### config.mk
export PLATFORM = sky130hd
export DESIGN_NAME = rr_arbiter_8
export DESIGN_NICKNAME = d
export VERILOG_FILES = /design/src/rtl/rr_arbiter_8.sv
export SDC_FILE = /design/constraint.sdc
export NUM_CORES = 1
export LEC_CHECK = 0
export CAP_MARGIN = 25
export CORE_MARGIN = 1.5
export CORE_UTILIZATION = 45
export DETAILED_ROUTE_END_ITERATION = 10
export HOLD_SLACK_MARGIN = 0.02
export PLACE_DENSITY = 0.66
export SYNTH_ARGS = -nofsm -noshare
export SYNTH_HDL_FRONTEND = slang
export SYNTH_SLANG_ARGS = --single-unit
### constraint.sdc
create_clock -name clk -period 6.65 [get_ports clk]
set_clock_uncertainty 0.1 [all_clocks]
set_input_delay 1.33 -clock clk [delete_from_list [all_inputs] [get_ports clk]]
set_output_delay 1.33 -clock clk [all_outputs]
set_load 0.01 [all_outputs]
### src/rtl/rr_arbiter_8.sv
// rr_arbiter_8: eight-input round-robin arbiter with locked grants and a hold timeout.
// Only one requester can be granted at a time. The grant stays until `ack` or the hold timer releases it.
// After each release, priority rotates to the index just past the requester that was served.
//
// Ports:
//   clk        - single clock, rising edge
//   rst_n      - asynchronous active-low reset
//   req[7:0]   - request lines, bit i = requester i
//   ack        - downstream consumed the current grant (only looked at while granted)
//   gnt[7:0]   - registered grant, one-hot or all-zero
//   gnt_valid  - registered, high exactly when gnt != 0
//   timeout    - registered one-cycle pulse: the previous grant was released by the hold timer
module rr_arbiter_8 #(
    parameter int unsigned TIMEOUT = 15
) (
    input  logic       clk,
    input  logic       rst_n,
    input  logic [7:0] req,
    input  logic       ack,
    output logic [7:0] gnt,
    output logic       gnt_valid,
    output logic       timeout
);

    localparam int unsigned N_REQ   = 8;
    localparam int unsigned IDX_W   = 3;
    localparam int unsigned HCNT_W  = ($clog2(TIMEOUT + 1) < 1) ? 1 : $clog2(TIMEOUT + 1);
    // Last hold cycle before a forced release. This value is meaningless when TIMEOUT == 0 and is never used then.
    localparam logic [HCNT_W-1:0] HCNT_LAST = HCNT_W'((TIMEOUT == 0) ? 0 : TIMEOUT - 1);

    typedef enum logic {
        IDLE  = 1'b0,
        GRANT = 1'b1
    } state_e;

    state_e              state_q, state_d;
    logic [IDX_W-1:0]    ptr_q, ptr_d;
    logic [IDX_W-1:0]    idx_q, idx_d;
    logic [HCNT_W-1:0]   hcnt_q, hcnt_d;
    logic [N_REQ-1:0]    gnt_q, gnt_d;
    logic                gnt_valid_q, gnt_valid_d;
    logic                timeout_q, timeout_d;

    logic                sel_found;
    logic [IDX_W-1:0]    sel_idx;
    logic [IDX_W-1:0]    cand;

    // Find the first requester, scanning upward from ptr and wrapping modulo 8.
    always_comb begin
        sel_found = 1'b0;
        sel_idx   = '0;
        cand      = '0;
        for (int unsigned i = 0; i < N_REQ; i++) begin
            cand = ptr_q + IDX_W'(i);
            if (!sel_found && req[cand]) begin
                sel_found = 1'b1;
                sel_idx   = cand;
            end
        end
    end

    // Next-state logic and registered outputs.
    always_comb begin
        state_d     = state_q;
        ptr_d       = ptr_q;
        idx_d       = idx_q;
        hcnt_d      = hcnt_q;
        gnt_d       = gnt_q;
        gnt_valid_d = gnt_valid_q;
        timeout_d   = 1'b0;

        case (state_q)
            IDLE: begin
                if (sel_found) begin
                    state_d     = GRANT;
                    idx_d       = sel_idx;
                    gnt_d       = N_REQ'(1) << sel_idx;
                    gnt_valid_d = 1'b1;
                    hcnt_d      = '0;
                end
            end
            GRANT: begin
                // ack takes priority over a timeout that falls in the same cycle.
                if (ack || (TIMEOUT != 0 && hcnt_q == HCNT_LAST)) begin
                    state_d     = IDLE;
                    gnt_d       = '0;
                    gnt_valid_d = 1'b0;
                    ptr_d       = idx_q + IDX_W'(1);
                    timeout_d   = !ack;
                end else begin
                    hcnt_d = hcnt_q + HCNT_W'(1);
                end
            end
            default: begin
                state_d = IDLE;
            end
        endcase
    end

    // State and output registers.
    always_ff @(posedge clk or negedge rst_n) begin
        if (!rst_n) begin
            state_q     <= IDLE;
            ptr_q       <= '0;
            idx_q       <= '0;
            hcnt_q      <= '0;
            gnt_q       <= '0;
            gnt_valid_q <= 1'b0;
            timeout_q   <= 1'b0;
        end else begin
            state_q     <= state_d;
            ptr_q       <= ptr_d;
            idx_q       <= idx_d;
            hcnt_q      <= hcnt_d;
            gnt_q       <= gnt_d;
            gnt_valid_q <= gnt_valid_d;
            timeout_q   <= timeout_d;
        end
    end

    assign gnt       = gnt_q;
    assign gnt_valid = gnt_valid_q;
    assign timeout   = timeout_q;

endmodule

; After elaboration in Yosys (flattened, before gate mapping)
; Cells that the tools add are included.
; Widths: inputs -> output; s select.
[word_totals]
register_bits = 21
input_bits = 11
wordCells = 96
[op_classes]
add_sub_neg = 9
order_cmp = 8
eq_ne = 4
n_shift = 1
mux = 46
bitwise_logic = 1
reduce_logical = 20
[ops]
columns = operator, count
row1 = $lt 3x4->1 const B, 8
row2 = $bmux 1 s3, 8
row3 = $mux 3, 8
row4 = $mux 1, 22
row5 = $mux 8, 2
row6 = $pmux 8 s2, 1
row7 = $add 3x3->3 const B, 4
row8 = $logic_not 1->1, 8
row9 = $mux 4, 2
row10 = $pmux 4 s2, 1
row11 = $reduce_and 2->1, 4
row12 = $shl 1x3->8 const A, 1
row13 = $logic_and 1x1->1, 7
row14 = $add 3x1->3 const B, 2
row15 = $add 3x2->3 const B, 2
row16 = $add 4x1->4 const B, 1
row17 = $eq 4x4->1 const B, 1
row18 = $ne 2x2->1 const B, 2
row19 = $pmux 1 s2, 2
row20 = $ne 2x1->1 const B, 1
row21 = $logic_or 1x1->1, 1
row22 = $not 1->1, 1

; Logic depth before layout (Yosys ltp)
[depth]
depth_word = 27
depth_mapped = 13

; Worst setup path after synthesis
; OpenSTA, ideal clock, no wires.
[synth_path]
path_type = register to register
from = reg ptr_q[1]
to = reg gnt_q[5] (netlist: gnt[5])
setup_ns = 0.121
arrival_ns = 3.488
t_required_ns = 6.429
setup_slack_ns = 2.941
stages_incl_launch_ff = 13
n_path_buf = 3
path_cell_list = dfrtp_1 clkbuf_1 clkbuf_1 inv_1 ha_1 buf_2 mux2_2 a221o_1 o32a_4 a211o_1 a32oi_2 nor2_2 a22o_1
[synth_via]
elab_chain_len = 27
word_cells_on_any_way = 58
[synth_rtl]
columns = element, line_no
row1 = "start, declared", 37  ; logic [IDX_W-1:0] ptr_q, ptr_d;
row2 = "start signal, assigned", 112  ; ptr_q <= ptr_d;
row3 = branches (longest 27 deep; another with $add 3x1->3), n/a
row4 = "end signal, assigned", 115  ; gnt_q <= gnt_d;
row5 = "end, declared", 40  ; logic [N_REQ-1:0] gnt_q, gnt_d;
; Parallel ways; which one is timed is not known. The select of a mux whose other input is x is not followed.
; A chain may end at the register's enable or synchronous reset.

; Worst setup path after layout
[layout_path]
from = reg ptr_q[0]
to = reg gnt_q[0] (netlist: gnt[0])
; The elaborated chain is that of the path after synthesis.

==> flow_summary.html <==
<table>
<tr><th>Metric</th><th>Value</th></tr>
<tr><th colspan="2">Floorplan</th></tr>
<tr><td>Die outline area</td><td>4422 um2</td></tr>
<tr><td>Number of primary I/O pins</td><td>21</td></tr>
<tr><td>Starting density of the core</td><td>48.11%</td></tr>
<tr><td>Std-Cell Core Area</td><td>3771 um2</td></tr>
<tr><td>Num rows</td><td>22</td></tr>
<tr><td>Die width</td><td>66.50 um</td></tr>
<tr><td>Die Ht</td><td>66.50 um</td></tr>
<tr><th colspan="2">Worst setup path</th></tr>
<tr><td>Reg-to-reg critical path startpoint</td><td>ptr_q[0]</td></tr>
<tr><td>Max FO, Critical Path</td><td>18</td></tr>
<tr><td>Internal reg-to-reg setup slack</td><td>2.43 ns</td></tr>
<tr><td>Crit Path Class</td><td>register to register</td></tr>
<tr><td>Dominant delay contributor by cell family on the critical path</td><td>compound AO/OA/AOI/OAI gates</td></tr>
<tr><td>Critical Path, Cell by Cell</td><td>inv_1, ha_1, mux4_2, mux2_2, mux2i_1, o2111ai_1, a311oi_1, a32o_1</td></tr>
<tr><td>Cell depth of the worst flop-to-flop path</td><td>8</td></tr>
<tr><td>Type of origin of the critical path</td><td>register</td></tr>
<tr><td>Worst Setup End Kind</td><td>register</td></tr>
<tr><td>Arrival time at the worst endpoint</td><td>4.31 ns</td></tr>
<tr><td>Logic depth of the worst setup path including buffers</td><td>8</td></tr>
<tr><td>Buffering stage count on the worst path with inverters included</td><td>1</td></tr>
<tr><td>Crit Reg-Reg Endpoint</td><td>gnt[0]</td></tr>
<tr><td>Cell type of the slowest stage on the worst timing path</td><td>sky130_fd_sc_hd__a311oi_1</td></tr>
<tr><td>Required time of the critical path</td><td>6.74 ns</td></tr>
<tr><td>Slowest Stage Delay on Critical Path</td><td>0.82 ns</td></tr>
<tr><th colspan="2">Worst hold path</th></tr>
<tr><td>Worst Hold End</td><td>hcnt_q[3]</td></tr>
<tr><td>Number of stages on the worst hold path</td><td>1</td></tr>
<tr><td>Class of the tightest hold or removal check</td><td>register to register</td></tr>
<tr><td>Launch instance of the worst min-delay path</td><td>hcnt_q[3]</td></tr>
<tr><th colspan="2">Logic synthesis</th></tr>
<tr><td>Syn Area/Cell</td><td>10.19 um2</td></tr>
<tr><td>Warning count from the yosys run</td><td>0</td></tr>
<tr><td>Synthesized Nets</td><td>194</td></tr>
<tr><td>Count of flip-flops with a built-in enable after synthesis</td><td>0</td></tr>
<tr><td>Post-synthesis sequential element count</td><td>21</td></tr>
<tr><td>Area of the mapped netlist</td><td>1814 um2</td></tr>
<tr><td>Prevailing post-synth register cell</td><td>sky130_fd_sc_hd__dfrtp_1</td></tr>
<tr><td>Post-synthesis cell count</td><td>178</td></tr>
<tr><td>Share of synthesized area occupied by flip-flops and latches</td><td>28.97%</td></tr>
<tr><td>Fraction of registers with async set or reset after synthesis</td><td>100.0%</td></tr>
<tr><td>Post-synth cell types</td><td>53</td></tr>
<tr><th colspan="2">STA</th></tr>
<tr><td>Setup-violating endpoint count in the final report</td><td>0</td></tr>
<tr><td>Final hold violations</td><td>0</td></tr>
<tr><td>Total negative setup slack</td><td>0 ns</td></tr>
<tr><td>Peak Freq</td><td>237.0 MHz</td></tr>
<tr><td>Final Slew Violations</td><td>0</td></tr>
<tr><td>Relative max-transition margin</td><td>39.04%</td></tr>
<tr><td>Measured slew at the worst slew-check pin</td><td>0.9115 ns</td></tr>
<tr><td>Setup repair after global routing missed its margin</td><td>false</td></tr>
<tr><td>Final period utilization</td><td>63.45%</td></tr>
<tr><td>Period minus WS final</td><td>4.219 ns</td></tr>
<tr><th colspan="2">GRT</th></tr>
<tr><td>Largest net degree at the start of global routing</td><td>22</td></tr>
<tr><td>Total global-route track usage</td><td>21.28%</td></tr>
<tr><td>Initial antenna violation count</td><td>0</td></tr>
<tr><td>Wire length of the first global-routing pass</td><td>7155 um</td></tr>
<tr><td>Remaining Overflow, GRT</td><td>0</td></tr>
<tr><td>Vias in the first global route</td><td>1,495</td></tr>
<tr><th colspan="2">Routing</th></tr>
<tr><td>Average via count per standard cell</td><td>6.336</td></tr>
<tr><td>Starting DRT DRC Count</td><td>153</td></tr>
<tr><td>Drc violations</td><td>0</td></tr>
<tr><td>Wire per inst</td><td>17.67 um</td></tr>
<tr><td>Remaining antenna violation count after routing</td><td>0</td></tr>
<tr><td>Via count</td><td>1,527</td></tr>
<tr><td>Aggregate routed wire length</td><td>4259 um</td></tr>
<tr><td>Detailed-router iteration count before antenna repair</td><td>4</td></tr>
<tr><th colspan="2">Clocking</th></tr>
<tr><td>H-tree level count</td><td>1</td></tr>
<tr><td>Hold-fix buffer count after cts</td><td>0</td></tr>
<tr><td>Reg clk slew, reported paths</td><td>0.08 ns</td></tr>
<tr><td>Worst-skew pair later-pin latency</td><td>0.25 ns</td></tr>
<tr><td>TritonCTS Buffers</td><td>3</td></tr>
<tr><td>Post-CTS repair timing setup buffer count</td><td>0</td></tr>
<tr><td>Root Driver</td><td>sky130_fd_sc_hd__clkbuf_8</td></tr>
<tr><td>CTS resizes</td><td>0</td></tr>
<tr><td>Clock buffer depth</td><td>2</td></tr>
<tr><td>TritonCTS clock tree</td><td>yes</td></tr>
<tr><td>CTS Sinks</td><td>21</td></tr>
<tr><th colspan="2">Power and ir drop</th></tr>
<tr><td>LEAKAGE</td><td>0.8317 nW</td></tr>
<tr><td>Largest vdd supply drop</td><td>0.0002316 V</td></tr>
<tr><td>Sw frac</td><td>48.94%</td></tr>
<tr><td>Power Internal</td><td>0.6203 mW</td></tr>
<tr><td>Sequential fraction of design power</td><td>20.3%</td></tr>
<tr><td>Final Power</td><td>1.215 mW</td></tr>
<tr><td>Combinational group share of total power</td><td>73.0%</td></tr>
<tr><td>Reported net switching power</td><td>0.5946 mW</td></tr>
<tr><td>Areal power density over the cells</td><td>584.9 nW/um2</td></tr>
<tr><td>Clk network pwr share</td><td>6.7%</td></tr>
<tr><th colspan="2">Finish</th></tr>
<tr><td>Share of post-route cells with drive strength above 1</td><td>14.51%</td></tr>
<tr><td>Layout filler cell count</td><td>308</td></tr>
<tr><td>Layout-stage area growth over the synthesis result</td><td>14.48%</td></tr>
<tr><td>Fin util</td><td>55.08%</td></tr>
<tr><td>Count of non-filler cells in the finished layout</td><td>241</td></tr>
<tr><td>Count of antenna diodes in the layout</td><td>0</td></tr>
<tr><td># nets final</td><td>210</td></tr>
<tr><th colspan="2">Place</th></tr>
<tr><td>Gp weighted congestion</td><td>0.8901</td></tr>
<tr><td>Number of buffers added on ports</td><td>20</td></tr>
<tr><td>Number of placed cells counting well taps</td><td>237</td></tr>
<tr><td>DP Wirelength</td><td>3204 um</td></tr>
<tr><th colspan="2">Run status</th></tr>
<tr><td>Result of the run</td><td>complete, no violations</td></tr>
<tr><th colspan="2">Flow run</th></tr>
<tr><td>Max-Cap Viols</td><td>0</td></tr>
</table>
[placed cells by master, fill, tap and decap left out, types with 2 or more instances in the layout]
cell type                         instances
sky130_fd_sc_hd__nor2_1                  11
sky130_fd_sc_hd__o21a_1                   2
sky130_fd_sc_hd__a21oi_1                  7
sky130_fd_sc_hd__nand3b_1                 2
sky130_fd_sc_hd__nand2_1                 12
sky130_fd_sc_hd__nor4_1                   2
sky130_fd_sc_hd__mux2i_1                  7
sky130_fd_sc_hd__nand3_1                  3
sky130_fd_sc_hd__clkbuf_8                 3
sky130_fd_sc_hd__o21ai_0                  7
sky130_fd_sc_hd__a32o_1                   5
sky130_fd_sc_hd__mux4_2                   8
sky130_fd_sc_hd__ha_1                     5
sky130_fd_sc_hd__inv_1                    6
sky130_fd_sc_hd__a22o_1                   6
sky130_fd_sc_hd__o221ai_1                 2
sky130_fd_sc_hd__xor2_1                   3
sky130_fd_sc_hd__clkdlybuf4s50_1         20
sky130_fd_sc_hd__mux4_1                   3
sky130_fd_sc_hd__a211o_1                  2
sky130_fd_sc_hd__nor3_1                   3
sky130_fd_sc_hd__mux2_2                   9
sky130_fd_sc_hd__nand2b_1                 5
sky130_fd_sc_hd__nor3b_1                  3
sky130_fd_sc_hd__o31ai_1                  4
sky130_fd_sc_hd__or2_2                    2
sky130_fd_sc_hd__nor2b_1                  6
sky130_fd_sc_hd__dfrtp_1                 21
[power groups by stage]
| stage | clock (mW) | combinational [mW] | sequential, mW |
|---|---|---|---|
| 3_3_place_gp | 0 | 0.863 | 0.244 |
| 4_1_cts | 0.0827 | 0.886 | 0.246 |
| 6_report | 0.0812 | 0.887 | 0.247 |
| 5_1_grt | 0.0880 | 0.977 | 0.255 |
| 3_5_place_dp | 0 | 0.882 | 0.249 |
| 2_1_floorplan | 0 | 0.743 | 0.199 |
[kinds of logic after synthesis]
kind of cell,count (synthesis),share of synthesized area (%)
adders and majority gates,5,3.448
buffers and inverters,16,3.862
AOI/OAI and AO/OA,50,22.07
and+or+nand+nor,55,16.00
DFF,21,28.97
xor gates and xnor gates,4,1.931
muxes,27,23.72
[flip-flops by register name, indices dropped and copies added, names as in the netlist]
register	cells
gnt_valid	1
idx_q	3
timeout	1
ptr_q	3
state_q	1
gnt	8
hcnt_q	4
[layer usage]
layer / wire, um / GRT usage [%]
met5: 0 / 0
met3: 189 / 3.547
met1: 1879 / 27.47
met2: 2134 / 36.38
met4: 55 / 6.633
[how the worst max path moves through the flow]
stage,endpoint,slack [ns],start
floorplan,gnt[5],2.94,ptr_q[1]
global placement,gnt[0],2.27,req[0]
detailed placement,gnt[0],2.23,req[2]
finish,gnt[0],2.43,ptr_q[0]
CTS,gnt[0],2.46,ptr_q[0]
global route,gnt[0],2.12,ptr_q[0]
[synth_stat cells, types with 2 or more instances]
cell | n | area (um2)
sky130_fd_sc_hd__a211o_1 | 2 | 17.52
sky130_fd_sc_hd__a21oi_1 | 7 | 35.03
sky130_fd_sc_hd__a22o_1 | 6 | 52.55
sky130_fd_sc_hd__a32o_1 | 5 | 50.05
sky130_fd_sc_hd__buf_2 | 2 | 10.01
sky130_fd_sc_hd__clkbuf_1 | 5 | 18.77
sky130_fd_sc_hd__dfrtp_1 | 21 | 525.5
sky130_fd_sc_hd__ha_1 | 5 | 62.56
sky130_fd_sc_hd__inv_1 | 6 | 22.52
sky130_fd_sc_hd__mux2_2 | 9 | 101.4
sky130_fd_sc_hd__mux2i_1 | 7 | 70.07
sky130_fd_sc_hd__mux4_1 | 3 | 78.83
sky130_fd_sc_hd__mux4_2 | 8 | 180.2
sky130_fd_sc_hd__nand2_1 | 12 | 45.04
sky130_fd_sc_hd__nand2b_1 | 5 | 31.28
sky130_fd_sc_hd__nand3_1 | 3 | 15.01
sky130_fd_sc_hd__nand3b_1 | 2 | 15.01
sky130_fd_sc_hd__nor2_1 | 11 | 41.29
sky130_fd_sc_hd__nor2b_1 | 6 | 37.54
sky130_fd_sc_hd__nor3_1 | 3 | 15.01
sky130_fd_sc_hd__nor3b_1 | 3 | 22.52
sky130_fd_sc_hd__nor4_1 | 2 | 12.51
sky130_fd_sc_hd__o21a_1 | 2 | 15.01
sky130_fd_sc_hd__o21ai_0 | 7 | 35.03
sky130_fd_sc_hd__o221ai_1 | 2 | 17.52
sky130_fd_sc_hd__o31ai_1 | 4 | 30.03
sky130_fd_sc_hd__or2_2 | 2 | 12.51
sky130_fd_sc_hd__xor2_1 | 3 | 26.28
[per-stage QoR]
step	area [um2]	hold WS [ns]	worst slack (ns)
finish	2077	0.3836	2.431
global route	2077	0.3981	2.123
CTS	2077	0.3810	2.460
detailed placement	2031	0.3632	2.235
global placement	2031	0.3617	2.268
floorplan	1814	0.3460	2.941
[cell type report]
type / count / area, um2 / share of cell area, %
Clock buffer: 3 / 41.29 / 1.988
Clock inverter: 1 / 5.005 / 0.2410
Inverter: 7 / 26.28 / 1.265
Multi-Input combinational cell: 141 / 1219 / 58.67
Sequential cell: 21 / 525.5 / 25.30
Tap cell: 48 / 60.06 / 2.892
Timing Repair Buffer: 20 / 200.2 / 9.639
(Power assumes the default switching activity.)
